<file path="config.mk">
export PLATFORM = sky130hd
export DESIGN_NAME = vend_ctrl
export DESIGN_NICKNAME = d
export VERILOG_FILES = /design/src/rtl/vend_pkg.sv /design/src/rtl/vend_coin_latch.sv /design/src/rtl/vend_ctrl.sv
export SDC_FILE = /design/constraint.sdc
export NUM_CORES = 1
export LEC_CHECK = 0
export CORE_ASPECT_RATIO = 1.1
export CORE_MARGIN = 5
export CORE_UTILIZATION = 48
export DETAILED_ROUTE_END_ITERATION = 16
export GPL_TIMING_DRIVEN = 0
export PLACE_DENSITY = 0.75
export SETUP_SLACK_MARGIN = 0.2
export SLEW_MARGIN = 20
export SYNTH_ARGS = -nofsm -noshare
export SYNTH_HDL_FRONTEND = slang
export SYNTH_SLANG_ARGS = --single-unit
export TNS_END_PERCENT = 10
</file>
<file path="constraint.sdc">
create_clock -name CLK -period 3.2 [get_ports CLK]
set_clock_uncertainty 0.15 [all_clocks]
set_input_delay 0.8 -clock CLK [delete_from_list [all_inputs] [get_ports CLK]]
set_output_delay 0.8 -clock CLK [all_outputs]
set_load 0.02 [all_outputs]
</file>
<file path="src/rtl/vend_pkg.sv">
// Shared types and constants for the vending controller: FSM states,
// coin values in 5-cent units and the coin-hold encoding.
package vend_pkg;

    typedef enum logic [1:0] {
        IDLE   = 2'd0,
        VEND   = 2'd1,
        CHANGE = 2'd2
    } state_e;

    localparam int NICKEL  = 1;
    localparam int DIME    = 2;
    localparam int QUARTER = 5;

    typedef enum logic [1:0] {
        HOLD_NONE    = 2'd0,
        HOLD_NICKEL  = 2'd1,
        HOLD_DIME    = 2'd2,
        HOLD_QUARTER = 2'd3
    } hold_e;

    function automatic logic [2:0] hold_units(hold_e h);
        case (h)
            HOLD_NICKEL:  return 3'(NICKEL);
            HOLD_DIME:    return 3'(DIME);
            HOLD_QUARTER: return 3'(QUARTER);
            default:      return 3'd0;
        endcase
    endfunction

endpackage

</file>
<file path="src/rtl/vend_coin_latch.sv">
// Coin capture: the first coin level seen is held until all sensors go low,
// then a one-cycle release strobe is raised together with the coin value.
module vend_coin_latch
    import vend_pkg::*;
(
    input  logic       CLK,
    input  logic       RST,
    input  logic       nickel_i,
    input  logic       dime_i,
    input  logic       quarter_i,
    output logic       rel_o,
    output logic [2:0] units_o
);

    hold_e hold_q, hold_d;
    logic  any_coin;

    assign any_coin = nickel_i | dime_i | quarter_i;

    always_comb begin
        hold_d = hold_q;
        if (hold_q == HOLD_NONE) begin
            // Simultaneous levels resolve to the most valuable coin.
            if (quarter_i)     hold_d = HOLD_QUARTER;
            else if (dime_i)   hold_d = HOLD_DIME;
            else if (nickel_i) hold_d = HOLD_NICKEL;
        end else if (!any_coin) begin
            hold_d = HOLD_NONE;
        end
    end

    always_ff @(posedge CLK or posedge RST) begin
        if (RST) hold_q <= HOLD_NONE;
        else     hold_q <= hold_d;
    end

    assign rel_o   = (hold_q != HOLD_NONE) && !any_coin;
    assign units_o = hold_units(hold_q);

endmodule

</file>
<file path="src/rtl/vend_ctrl.sv">
// Vending controller: accumulates coin credit, vends at PRICE_UNITS and
// pays back change as dimes then a nickel through a handshaked hopper.
module vend_ctrl
    import vend_pkg::*;
#(
    parameter int PRICE_UNITS = 5,
    parameter int CREDIT_W    = 4
) (
    input  logic                CLK,
    input  logic                RST,
    input  logic                nickel,
    input  logic                dime,
    input  logic                quarter,
    input  logic                cancel,
    input  logic                chg_ack,
    output logic [CREDIT_W-1:0] credit,
    output logic                dispense,
    output logic                chg_valid,
    output logic                chg_coin,
    output logic                coin_reject,
    output logic                busy
);

    if ((2 ** CREDIT_W) - 1 < PRICE_UNITS + 4) begin : g_bad_credit_w
        $error("vend_ctrl: CREDIT_W too narrow for PRICE_UNITS+4");
    end
    if (PRICE_UNITS < 1 || PRICE_UNITS > 30) begin : g_bad_price
        $error("vend_ctrl: PRICE_UNITS out of range 1..30");
    end

    logic       rel;
    logic [2:0] rel_units;

    vend_coin_latch u_latch (
        .CLK      (CLK),
        .RST      (RST),
        .nickel_i (nickel),
        .dime_i   (dime),
        .quarter_i(quarter),
        .rel_o    (rel),
        .units_o  (rel_units)
    );

    state_e              state_q, state_d;
    logic [CREDIT_W-1:0] credit_q, credit_d;
    logic                dispense_q, dispense_d;
    logic                chg_valid_q, chg_valid_d;
    logic                chg_coin_q, chg_coin_d;
    logic                coin_reject_q, coin_reject_d;
    logic                busy_q, busy_d;
    logic [CREDIT_W:0]   sum;

    always_comb begin
        state_d  = state_q;
        credit_d = credit_q;
        sum      = {1'b0, credit_q} + (CREDIT_W+1)'(rel_units);
        case (state_q)
            IDLE: begin
                // A release wins over cancel in the same cycle.
                if (rel) begin
                    if (sum >= (CREDIT_W+1)'(PRICE_UNITS)) begin
                        state_d  = VEND;
                        credit_d = CREDIT_W'(sum - (CREDIT_W+1)'(PRICE_UNITS));
                    end else begin
                        credit_d = sum[CREDIT_W-1:0];
                    end
                end else if (cancel && credit_q != '0) begin
                    state_d = CHANGE;
                end
            end
            VEND: state_d = (credit_q != '0) ? CHANGE : IDLE;
            CHANGE: begin
                if (chg_valid_q && chg_ack) begin
                    credit_d = credit_q - CREDIT_W'(chg_coin_q ? DIME : NICKEL);
                    if (credit_d == '0) state_d = IDLE;
                end
            end
            default: state_d = IDLE;
        endcase

        // Outputs are decoded from the next state so they register in step with it.
        dispense_d    = (state_d == VEND);
        chg_valid_d   = (state_d == CHANGE);
        chg_coin_d    = (state_d == CHANGE) && (credit_d >= CREDIT_W'(DIME));
        coin_reject_d = rel && (state_q != IDLE);
        busy_d        = (state_d != IDLE);
    end

    always_ff @(posedge CLK or posedge RST) begin
        if (RST) begin
            state_q       <= IDLE;
            credit_q      <= '0;
            dispense_q    <= 1'b0;
            chg_valid_q   <= 1'b0;
            chg_coin_q    <= 1'b0;
            coin_reject_q <= 1'b0;
            busy_q        <= 1'b0;
        end else begin
            state_q       <= state_d;
            credit_q      <= credit_d;
            dispense_q    <= dispense_d;
            chg_valid_q   <= chg_valid_d;
            chg_coin_q    <= chg_coin_d;
            coin_reject_q <= coin_reject_d;
            busy_q        <= busy_d;
        end
    end

    assign credit      = credit_q;
    assign dispense    = dispense_q;
    assign chg_valid   = chg_valid_q;
    assign chg_coin    = chg_coin_q;
    assign coin_reject = coin_reject_q;
    assign busy        = busy_q;

endmodule
</file>
## After elaboration in Yosys (flattened, before gate mapping)

Cells that the tools add are included.
Widths: inputs -> output; s select.

| cells by class | value |
|---|---|
| add/sub/neg operators | 3 |
| $lt $le $gt $ge | 2 |
| eq/ne operators | 9 |
| mux-type cells | 18 |
| bitwise gates (word level) | 2 |
| reductions and logical operators | 14 |

Operators with widths:

| cell | count |
|---|---|
| $mux 2 | 12 |
| $mux 4 | 3 |
| $pmux 3 s3 | 1 |
| $eq 2x2->1 const B | 4 |
| $pmux 4 s2 | 1 |
| $eq 2x1->1 const B | 3 |
| $pmux 2 s3 | 1 |
| $reduce_bool 2->1 | 3 |
| $add 4x3->5 | 1 |
| $ge 5x3->1 const B | 1 |
| $logic_and 1x1->1 | 5 |
| $ge 4x2->1 const B | 1 |
| $logic_not 2->1 | 2 |
| $logic_not 4->1 | 1 |
| $ne 4x4->1 const B | 1 |
| $reduce_bool 4->1 | 1 |
| $sub 4x2->4 | 1 |
| $sub 4x3->4 const B | 1 |
| $ne 2x2->1 const B | 1 |
| $or 1x1->1 | 2 |
| $reduce_and 2->1 | 1 |
| $logic_not 1->1 | 1 |

| word-level totals | value |
|---|---|
| bits in registers | 13 |
| bits of input ports | 7 |
| output and inout bits | 9 |
| word-level logic and storage cells | 56 |

## Logic depth before layout (Yosys ltp)

Gate-level depths: netlist of run 1.

| logic depth | value |
|---|---|
| depth after elaboration | 9 |
| depth in mapped cells | 10 |
| gate-level depth less buffers | 10 |

## Hierarchy

From an unflattened synthesis of run 1, not the netlist that was laid out.

| second synthesis, totals | value |
|---|---|
| cells, all modules | 113 |
| area, all modules | 1,004.7 um^2 |

By module, submodules not included:

| module | instances | cells each | area an instance (um^2) | sequential area each (um^2) |
|---|---|---|---|---|
| vend_ctrl | 1 | 99 | 885.8 | 275.3 |
| vend_coin_latch | 1 | 14 | 118.9 | 50.0 |

## Least setup slack after synthesis of run 1

OpenSTA, ideal clock, no wires.

| timing path | value |
|---|---|
| kind | register to register |
| start | register credit_q[0], in the netlist credit[0] |
| end | register chg_coin_q, in the netlist chg_coin |
| setup time | 0.124 ns |
| arrival time | 2.948 ns |
| required time | 2.926 ns |
| path slack | -0.022 ns |
| cell stages (with the launch flop) | 11 |
| buffers on the path | 0 |
| period minus slack after synthesis | 3.222 ns |
| path through | dfrtp_1 ha_1 fa_1 inv_1 ha_1 or3_4 nor4_2 o41ai_4 a221oi_2 o21ai_1 o31a_1 |

| between the ends | value |
|---|---|
| word-level cells in the longest chain between the ends | 7 |
| elaborated cells on any way between the ends | 21 |
| those cells by class | add/sub (3); order compare (2); eq/ne (1); mux (11); reduce/logical (4) |

RTL lines:

| what | line | source |
|---|---|---|
| start: declaration | vend_ctrl.sv:45 | `logic [CREDIT_W-1:0] credit_q, credit_d;` |
| start signal: assignment | vend_ctrl.sv:100 | `credit_q <= credit_d;` |
| $add 4x3->5 | vend_ctrl.sv:56 | `sum = {1'b0, credit_q} + (CREDIT_W+1)'(rel_units);` |
| $sub 4x3->4 / $ge 5x3->1 (equally long branches) | vend_ctrl.sv:63, vend_ctrl.sv:61 |  |
| $mux 4 | vend_ctrl.sv:61 | `if (sum >= (CREDIT_W+1)'(PRICE_UNITS)) begin` |
| $mux 4 | vend_ctrl.sv:60 | `if (rel) begin` |
| $pmux 4 s2 * | vend_ctrl.sv:57 | `case (state_q)` |
| named net credit_d[1] | vend_ctrl.sv:45 |  |
| $ge 4x2->1 * | vend_ctrl.sv:84 | `chg_coin_d = (state_d == CHANGE) && (credit_d >= CREDIT_W'(DIME));` |
| $logic_and 1x1->1 * | vend_ctrl.sv:84 |  |
| named net chg_coin_d | vend_ctrl.sv:48 | `logic chg_coin_q, chg_coin_d;` |
| end signal: assignment | vend_ctrl.sv:103 | `chg_coin_q <= chg_coin_d;` |
| end: declaration | vend_ctrl.sv:48 |  |

Mark *: on every way through the listed nets, which the timed path passes. The rest lies on a longest branch.
A chain may end at the register's enable or synchronous reset.

## Final worst setup path of run 1

Same ends and word-level chain as after synthesis.

==> flow_metrics.py, run 1 <==
metrics = {
    "floorplan": {
        "die-area_sq_mm": 0.00333,
        "die_w_um": 55.5,
        "coreArea_sq_mm": 0.00221,
        "ioPinCount": 16,
        "initial_core_util_pct": 49.5,
        "placementRows": 18,
        "die_h_um": 60.1,
    },
    "power_and_ir_drop": {
        "cellLeakagePower_nw": 0.576,
        "internal-power_w": 0.000857,
        "p_switching_w": 0.000789,
        "netSwitchingFraction_pct": 47.9,
        "ir_drop_uv": 649,
        "seq_power_share_pct": 18.2,
        "powerDensity_mw_per_mm2": 1180,
        "power.share.combinational_pct": 75.8,
        "pwr-share-clk_pct": 6.0,
    },
    "yosys": {
        "synth_area_per_cell_sq_um": 9.11,
        "synthCells": 120,
        "synth.distinct_cells": 51,
        "dominantRegCellSynth": "dfrtp_1",
        "synthesis.nets": 136,
        "yosys_warnings": 0,
        "synthArstFlopShare_pct": 100,
        "netlist_area_sq_mm": 0.00109,
        "yosysSeqAreaShare_pct": 29.7,
        "ys_ff_latch": 13,
        "synth_edf_count": 0,
    },
    "job": {
        "cap_violations": 0,
    },
    "worst_setup_path": {
        "required_ps": 3200,
        "critPathArrivalTime_ps": 3030,
        "worst-r2r-cell-count": 10,
        "path_delay_family": "adder cells",
        "worstSetupEndpointType": "register",
        "cp_cell_sequence": "ha_4 > fa_2 > inv_2 > ha_2 > or3_4 > nor4_4 > o41ai_4 > a221oi_2 > o21ai_2 > o31a_1",
        "slowest_delay_ps": 540,
        "crit_buf_inv": 1,
        "worstSetupPathType": "reg2reg",
        "start_kind": "register",
        "cp_max_fo": 3,
        "cpMaxStageDelayCell": "fa_2",
        "path_depth": 10,
    },
    "detailed_routing": {
        "post_drt_wl_per_cell_um": 14.1,
        "ant_nets": 0,
        "dr.first_iter.drc_count": 33,
        "vias_per_cell": 5.48,
        "wl_um": 2460,
        "drcViolationCount": 0,
        "dr.pass1.iters": 4,
        "num_vias": 954,
    },
    "finish": {
        "nFillCells": 214,
        "drive_gt1_share_pct": 23.6,
        "insertedDiodeCount": 0,
        "syn2layout_area_growth_pct": 27.0,
        "design_area_sq_mm": 0.00139,
        "num-nets-final": 161,
    },
    "hold_path": {
        "worstHoldPathCells": 2,
        "holdCritPathClass": "reg2reg",
    },
    "clocking": {
        "h-tree-depth": 1,
        "cts.clk_slew.worst_paths_ps": 80,
        "cts_tree": "done",
        "cts_sinks": 13,
        "cts_max_path_buffers": 2,
        "worstSkewPairLatency_ps": 270,
        "holdBufCountCts": 0,
        "cts-root-buf": "clkbuf_4",
        "cts_buffers": 3,
    },
    "sta": {
        "rsz0062_at_grt": "yes",
        "max_slew.worst_pin.slew_ps": 694,
        "period_needed_ps": 3020,
        "slew_headroom_pct": 53.3,
        "setup_violations": 0,
        "hold_viol": 0,
        "holdWs_ps": 427,
        "fmax_mhz": 331,
        "fin_crit_sh_pct": 94.5,
        "slew_viol_final": 0,
    },
    "placement": {
        "dp_hpwl_um": 1920,
        "gp_congestion": 0.819,
        "port_buffers": 15,
        "dpl_cell_area_sq_mm": 0.00131,
    },
    "grt": {
        "grt_usage_pct": 16.3,
        "grt.overflow.total": 0,
        "antenna_found_initial": 0,
        "grt_pass1_vias": 951,
        "grt_pass1_wl_um": 4310,
        "grt_max_degree": 14,
    },
    "status": {
        "status": "completed",
    },
}
## layer usage
layer	track usage [%]	part of all wire, %	up-vias
met2	29.4	50	18
li1	-	-	488
met4	2.08	0	0
met5	0	0	-
met3	3.46	3.7	0
met1	20.7	47	448
## cells in the final DEF (no fill, tap or decap), types with 3 or more instances in the layout
cell,netlist,routed
buf_4,1,6
nor2_1,12,12
clkbuf_4,0,3
clkdlybuf4s50_1,0,15
dfrtp_2,0,3
xnor2_1,3,3
o21ai_0,8,8
inv_1,11,10
ha_1,7,5
nor3_1,3,3
a21oi_1,5,5
dfrtp_1,13,10
nand2_1,7,7
## flip-flops by register name (all words and copies together) (netlist names)
register,count
chg_coin,1
u_latch.hold_q,2
coin_reject,1
busy,1
state_q,2
chg_valid,1
credit,4
dispense,1
## what timing repair did
item | CTS | global route
setup endpoints to repair | 1 | 2
resized for setup | 4 | 1
pin swaps | 5 | 1
buffers inserted | 4 | 1
## power groups by stage
stage               registers, W  clock network, W  logic (W)
detailed placement      0.000308                 0    0.00117
global placement        0.000306                 0    0.00114
CTS                     0.000299          0.000102    0.00124
floorplan               0.000342                 0   0.000855
finish                  0.000299         0.0000985    0.00125
global route            0.000308          0.000110    0.00138
## kinds of logic (layout without fill, tap and decap cells)
group	count (synthesis)	in the layout	share of synthesized area (%)
buf+inv	15	39	6.29
compound gates	40	40	28.7
flops	13	13	29.7
xor+xnor	4	4	3.20
simple gates	38	38	19.3
mux	1	1	1.03
fa+ha+maj	9	9	11.7
## synthesized netlist by cell type (2+ instances only)
master / count / area share (%)
fa_1: 2 / 3.7
o211ai_1: 2 / 1.4
nor3b_1: 2 / 1.4
ha_1: 7 / 8.0
a21oi_1: 5 / 2.3
a211oi_2: 2 / 2.3
nor3_1: 3 / 1.4
o31ai_1: 2 / 1.4
inv_1: 11 / 3.8
nand4_1: 2 / 1.1
a21o_1: 2 / 1.4
nand2_1: 7 / 2.4
dfrtp_1: 13 / 30
a211oi_1: 2 / 1.4
o21ai_0: 8 / 3.7
xnor2_1: 3 / 2.4
nor2_1: 12 / 4.1
nor3_2: 2 / 1.8
## final timing paths
kind                            slack [ps]                             to                          start
worst min-delay path                   430  u_latch.hold_q[1]$_DFFE_PP0P_  u_latch.hold_q[1]$_DFFE_PP0P_
min in group asynchronous              690            credit[3]$_DFF_PP0_                            RST
worst max register to register         180             chg_coin$_DFF_PP0_            credit[0]$_DFF_PP0_
worst max-delay path                   180             chg_coin$_DFF_PP0_            credit[0]$_DFF_PP0_
worst min register to register         430  u_latch.hold_q[1]$_DFFE_PP0P_  u_latch.hold_q[1]$_DFFE_PP0P_
max in group asynchronous             1850            credit[1]$_DFF_PP0_                            RST
## final cells by class
| cell class | instances | area (sq um) | area share [%] |
|---|---|---|---|
| clock buffer | 4 | 26.3 | 1.89 |
| multi-input combinational | 92 | 739 | 53.2 |
| buffer | 4 | 27.5 | 1.98 |
| inverter | 11 | 41.3 | 2.97 |
| tap | 30 | 37.5 | 2.70 |
| timing repair buffer | 20 | 188 | 13.5 |
| sequential | 13 | 329 | 23.7 |
## worst min-delay path: stages, from the launching register on
cell and delay [ps]:
dfrtp_1 410, nor2_1 60, nor2_1 70
## metrics by stage
step	worst slack [ps]	total power [W]	util [%]	cells	TNS (ps)
global placement	-13.1	0.00145	59.5	165	-13.1
detailed placement	-31.9	0.00148	59.5	165	-31.9
CTS	137	0.00164	62.4	173	0
finish	177	0.00165	62.9	174	0
global route	65.4	0.00180	62.9	174	0
floorplan	204	0.00120	-	120	0
Power figures use the tool's default switching activity.
==> run 2: changes to the inputs <==
CORE_MARGIN = not set   (was 5)
==> run 2 against run 1 <==
Against the previous run: fmax is 1.0% higher; largest power group unchanged; clock power hardly changed; hold slack gained 21 ps; first-iteration DRC count decreased by 36%; sequential cell count did not move; sequential share of layout area is 0.52 points lower; sequential power is essentially flat; total power increased by 5.3%; die area decreased by 26%; worst setup slack better by 31 ps; combinational power increased by 6%; global-route usage grew 8.8 points.
==> flow_metrics.py, run 2 (synthesis results as in run 1) <==
metrics = {
    "status": {
        "status": "completed",
    },
    "grt": {
        "grt_usage_pct": 25.1,
        "grt.overflow.total": 0,
        "antenna_found_initial": 0,
        "grt_max_degree": 14,
        "grt_pass1_vias": 984,
        "grt_pass1_wl_um": 4330,
    },
    "hold_path": {
        "worstHoldStart": "state_q[1]$_DFF_PP0_",
        "hold_path_end": "coin_reject$_DFF_PP0_",
        "worstHoldPathCells": 2,
        "holdCritPathClass": "reg2reg",
    },
    "placement": {
        "dpl_cell_area_sq_mm": 0.00131,
        "gp_congestion": 0.851,
        "dpl.cell_count": 163,
        "port_buffers": 15,
        "dp_hpwl_um": 1940,
        "place_ws_ps": -5.65,
    },
    "finish": {
        "stdcell_count": 175,
        "final_cell_mix": "clkdlybuf4s50_1 (15), nor2_1 (12), inv_1 (10), dfrtp_1 (10), buf_4 (9)",
        "design_area_sq_mm": 0.00142,
        "final_common_cell": "clkdlybuf4s50_1",
        "drive_gt1_share_pct": 24.5,
        "syn2layout_area_growth_pct": 29.9,
        "seqCellArea_sq_um": 329,
        "nFillCells": 187,
        "multiInputGateArea_sq_um": 751,
        "largest_reg_flops": 4,
        "num-nets-final": 164,
        "insertedDiodeCount": 0,
    },
    "worst_setup_path": {
        "r2r-start": "credit[0]$_DFF_PP0_",
        "path_delay_family": "adder cells",
        "start_kind": "register",
        "cp_max_fo": 3,
        "crit_buf_inv": 1,
        "worstSetupPathType": "reg2reg",
        "slowest_delay_ps": 530,
        "r2r_slack_ps": 210,
        "worst-r2r-cell-count": 10,
        "r2r_end": "chg_coin$_DFF_PP0_",
        "critPathArrivalTime_ps": 3000,
        "worstSetupEndpointType": "register",
        "cpMostUsedCell": "ha_4",
        "required_ps": 3210,
        "cp_cell_sequence": "ha_4 > fa_2 > inv_2 > ha_4 > or3_4 > nor4_4 > o41ai_4 > a221oi_2 > o21ai_1 > o31a_1",
        "cpMaxStageDelayCell": "fa_2",
    },
    "detailed_routing": {
        "post_drt_wl_per_cell_um": 14.9,
        "drcViolationCount": 0,
        "vias_per_cell": 5.95,
        "wl_um": 2610,
        "num_vias": 1041,
        "dr.pass1.iters": 4,
        "ant_nets": 0,
        "dr.first_iter.drc_count": 21,
    },
    "sta": {
        "setup_tns_ps": 0,
        "max_slew.worst_pin.slew_ps": 729,
        "period_needed_ps": 2990,
        "slew_headroom_pct": 50.9,
        "setup_violations": 0,
        "hold_viol": 0,
        "layout_setup_ws_ps": 208,
        "fin_crit_sh_pct": 93.5,
        "fmax_mhz": 334,
        "slew_viol_final": 0,
        "rsz0062_at_grt": "yes",
    },
    "clocking": {
        "cts_buffers": 3,
        "cts-root-buf": "clkbuf_4",
        "cts_tree": "done",
        "cts_max_path_buffers": 2,
        "cts.clk_slew.worst_paths_ps": 80,
        "worstSkewPairLatency_ps": 270,
        "h-tree-depth": 1,
        "holdBufCountCts": 0,
        "cts_sinks": 13,
    },
    "floorplan": {
        "ioPinCount": 16,
        "initial_core_util_pct": 52.5,
        "coreArea_sq_mm": 0.00208,
        "die_h_um": 52.1,
        "die-area_sq_mm": 0.00247,
        "placementRows": 17,
        "die_w_um": 47.5,
    },
    "power_and_ir_drop": {
        "ir_drop_uv": 717,
        "cellLeakagePower_nw": 0.595,
        "powerDensity_mw_per_mm2": 1220,
        "power_w": 0.00173,
    },
    "job": {
        "cap_violations": 0,
    },
}
-- run 2: worst max path at each step --
stage	from	end	slack, ps	cells past startpoint
after floorplan	credit[0]$_DFF_PP0_	chg_coin$_DFF_PP0_	200	10
after global placement	u_latch.hold_q[0]$_DFFE_PP0P_	chg_coin$_DFF_PP0_	20	10
after detailed placement	u_latch.hold_q[0]$_DFFE_PP0P_	chg_coin$_DFF_PP0_	-6	10
after CTS	u_latch.hold_q[0]$_DFFE_PP0P_	chg_coin$_DFF_PP0_	190	10
after global routing	u_latch.hold_q[0]$_DFFE_PP0P_	chg_coin$_DFF_PP0_	80	10
final	credit[0]$_DFF_PP0_	chg_coin$_DFF_PP0_	210	10
-- run 2: layer usage --
layer  vias to the layer above  global-route usage (%)  wire length [um]
met3                         6                    3.13               137
met4                         0                    9.05                51
li1                        496                       -                 -
met1                       498                    34.4              1100
met5                         -                       0                 0
met2                        41                    39.5              1320
-- run 2: where the power goes --
| group | switching [W] | internal, W | total, W |
|---|---|---|---|
| clock | 0.0000518 | 0.0000483 | 0.000100 |
| sequential | 0.0000725 | 0.000227 | 0.000299 |
| combinational | 0.000703 | 0.000631 | 0.00133 |
| total | 0.000827 | 0.000906 | 0.00173 |
-- run 2: per-stage QoR --
stage          utilization [%]  hold WS (ps)
4_1_cts                   67.5           442
3_5_place_dp              62.9           414
5_1_grt                   68.1           498
6_report                  68.1           448
2_1_floorplan                -           367
3_3_place_gp              62.9           422
-- run 2: cell type report --
type                    count  area share [%]
multi-input cells          92            52.9
inverters                  11            2.91
clock buffers               4            1.85
flip-flops and latches     13            23.2
well taps                  28            2.47
plain buffers               4            1.94
repair buffers             23            14.8
-- run 2: repair_timing --
action	in CTS	in global routing
buffers inserted	7	1
pin swaps	7	6
resized for setup	5	1
endpoints found under the setup margin	1	2
-- run 2: tightest hold or removal path, delay by kind of cell, from the launching register on --
family	cells	cell delay, ps
flip-flops	1	350
AND/OR/NAND/NOR	2	220
==> run 3: changes to the inputs <==
CORE_UTILIZATION = 57   (was 48)
PLACE_DENSITY = 0.83   (was 0.75)
clock period = 3.5 ns   (was 3.2 ns; I/O delays follow)
==> run 3 against run 2 <==
Against the previous run: the run now ends with design-rule violations left; cell count is 6.9% lower; first-iteration DRC count is 43% lower; count of clock-buffer cells in the layout stayed put.
==> flow_metrics.py, run 3 (synthesis results as in run 1) <==
metrics = {
    "detailed_routing": {
        "num_vias": 1007,
        "vias_per_cell": 6.18,
        "ant_nets": 0,
        "dr.first_iter.drc_count": 12,
        "dr.pass1.iters": 10,
        "drcViolationCount": 1,
        "post_drt_wl_per_cell_um": 15.5,
        "wl_um": 2530,
    },
    "placement": {
        "dp_hpwl_um": 1860,
        "gp_congestion": 0.848,
        "place_ws_ps": 118,
        "port_buffers": 15,
    },
    "hold_path": {
        "holdCritPathClass": "reg2reg",
    },
    "sta": {
        "fmax_mhz": 311,
        "setup_violations": 0,
        "fin_crit_sh_pct": 91.8,
        "slew_viol_final": 0,
        "max_slew.worst_pin.slew_ps": 703,
        "setup_tns_ps": 0,
        "slew_headroom_pct": 52.6,
        "layout_setup_ws_ps": 287,
        "hold_viol": 0,
        "rsz0062_at_grt": "no",
        "period_needed_ps": 3210,
    },
    "worst_setup_path": {
        "start_kind": "register",
        "worstSetupEndpointType": "register",
        "r2r_end": "chg_coin$_DFF_PP0_",
        "critPathLaunch": "credit[0]$_DFF_PP0_",
        "critPathArrivalTime_ps": 3220,
        "cp_max_fo": 3,
        "r2r-start": "credit[0]$_DFF_PP0_",
        "worstSetupPathType": "reg2reg",
        "worst-r2r-cell-count": 10,
        "r2r_slack_ps": 290,
        "required_ps": 3500,
        "critPathCapture": "chg_coin$_DFF_PP0_",
    },
    "finish": {
        "seqCellArea_sq_um": 328,
        "num-nets-final": 162,
        "final_cell_mix": "clkdlybuf4s50_1 (15), nor2_1 (12), inv_1 (11), dfrtp_1 (11), o21ai_0 (8)",
        "largest_reg_flops": 4,
        "nFillCells": 130,
        "insertedDiodeCount": 0,
        "drive_gt1_share_pct": 20.7,
        "syn2layout_area_growth_pct": 24.6,
        "multiInputGateArea_sq_um": 722,
        "final_common_cell": "clkdlybuf4s50_1",
    },
    "clocking": {
        "cts.clk_slew.worst_paths_ps": 80,
        "h-tree-depth": 1,
        "cts_tree": "done",
        "cts_buffers": 3,
        "cts_sinks": 13,
        "cts_max_path_buffers": 2,
        "worstSkewPairLatency_ps": 270,
        "cts-root-buf": "clkbuf_4",
        "holdBufCountCts": 0,
    },
    "status": {
        "status": "complete, but fails checks",
        "violations": "design-rule violations",
    },
    "grt": {
        "grt_usage_pct": 25.5,
        "grt_pass1_wl_um": 3880,
        "antenna_found_initial": 0,
        "grt.overflow.total": 0,
        "grt_pass1_vias": 905,
        "grt_max_degree": 14,
    },
    "floorplan": {
        "coreArea_sq_mm": 0.00178,
        "placementRows": 16,
        "die_w_um": 43.8,
        "die_h_um": 47.9,
        "ioPinCount": 16,
        "initial_core_util_pct": 61.4,
        "die-area_sq_mm": 0.00210,
    },
    "power_and_ir_drop": {
        "ir_drop_uv": 653,
        "cellLeakagePower_nw": 0.582,
        "powerDensity_mw_per_mm2": 1100,
    },
    "job": {
        "cap_violations": 0,
    },
}
==> run 3: worst min-delay path by stage <==
stage / start / end / slack (ps) / cells after the start
2_1_floorplan: state_q[1]$_DFF_PP0_ / coin_reject$_DFF_PP0_ / 370 / 2
3_3_place_gp: state_q[1]$_DFF_PP0_ / coin_reject$_DFF_PP0_ / 420 / 2
3_5_place_dp: state_q[1]$_DFF_PP0_ / coin_reject$_DFF_PP0_ / 420 / 2
4_1_cts: state_q[1]$_DFF_PP0_ / coin_reject$_DFF_PP0_ / 440 / 2
5_1_grt: state_q[1]$_DFF_PP0_ / coin_reject$_DFF_PP0_ / 520 / 2
6_report: state_q[1]$_DFF_PP0_ / coin_reject$_DFF_PP0_ / 440 / 2
==> run 3: final cells by class <==
class                           count  area share (%)
Buffer                              4            2.02
Tap cell                           18            1.65
Sequential cell                    13            24.1
Inverter                           11            3.03
Timing Repair Buffer               21            14.3
Clock buffer                        4            1.93
Multi-Input combinational cell     92            53.0
==> run 3: critical path: stages, from the launching register on <==
cell	delay [ps]
dfrtp_2	440
ha_2	210
fa_1	510
inv_1	80
ha_1	240
or3_4	430
nor4_4	280
o41ai_4	110
a221oi_2	310
o21ai_2	90
o31a_1	240
==> run 3: timing repair <==
item	CTS	global route
setup endpoints to repair	1	1
setup buffers	1	5
gates resized for setup	3	3
pin swaps	1	4
==> run 3: stage by stage <==
step	area [sq um]	util, %	hold WS (ps)	std cells	total power (W)
after detailed placement	1270	71.1	422	153	0.00129
final	1360	76.5	440	163	0.00150
after global routing	1360	76.5	516	163	0.00162
after floorplan	1090	-	367	120	0.00104
after global placement	1270	71.1	418	153	0.00126
after CTS	1320	73.9	440	158	0.00143
==> run 3: routing by layer <==
metal | share of wire [%] | GRT usage, % | vias up
met5 | 0 | 0 | -
met4 | 1.6 | 7.50 | 0
met3 | 4.9 | 4.53 | 8
met2 | 48 | 45.7 | 33
met1 | 45 | 31.9 | 475
li1 | - | - | 491
==> run 3: report_power, final <==
| group | leakage (nW) | internal, W | switching (W) | total, W |
|---|---|---|---|---|
| registers | 0.153 | 0.000206 | 0.0000624 | 0.000268 |
| logic | 0.415 | 0.000521 | 0.000624 | 0.00114 |
| clock network | 0.0150 | 0.0000441 | 0.0000466 | 0.0000907 |
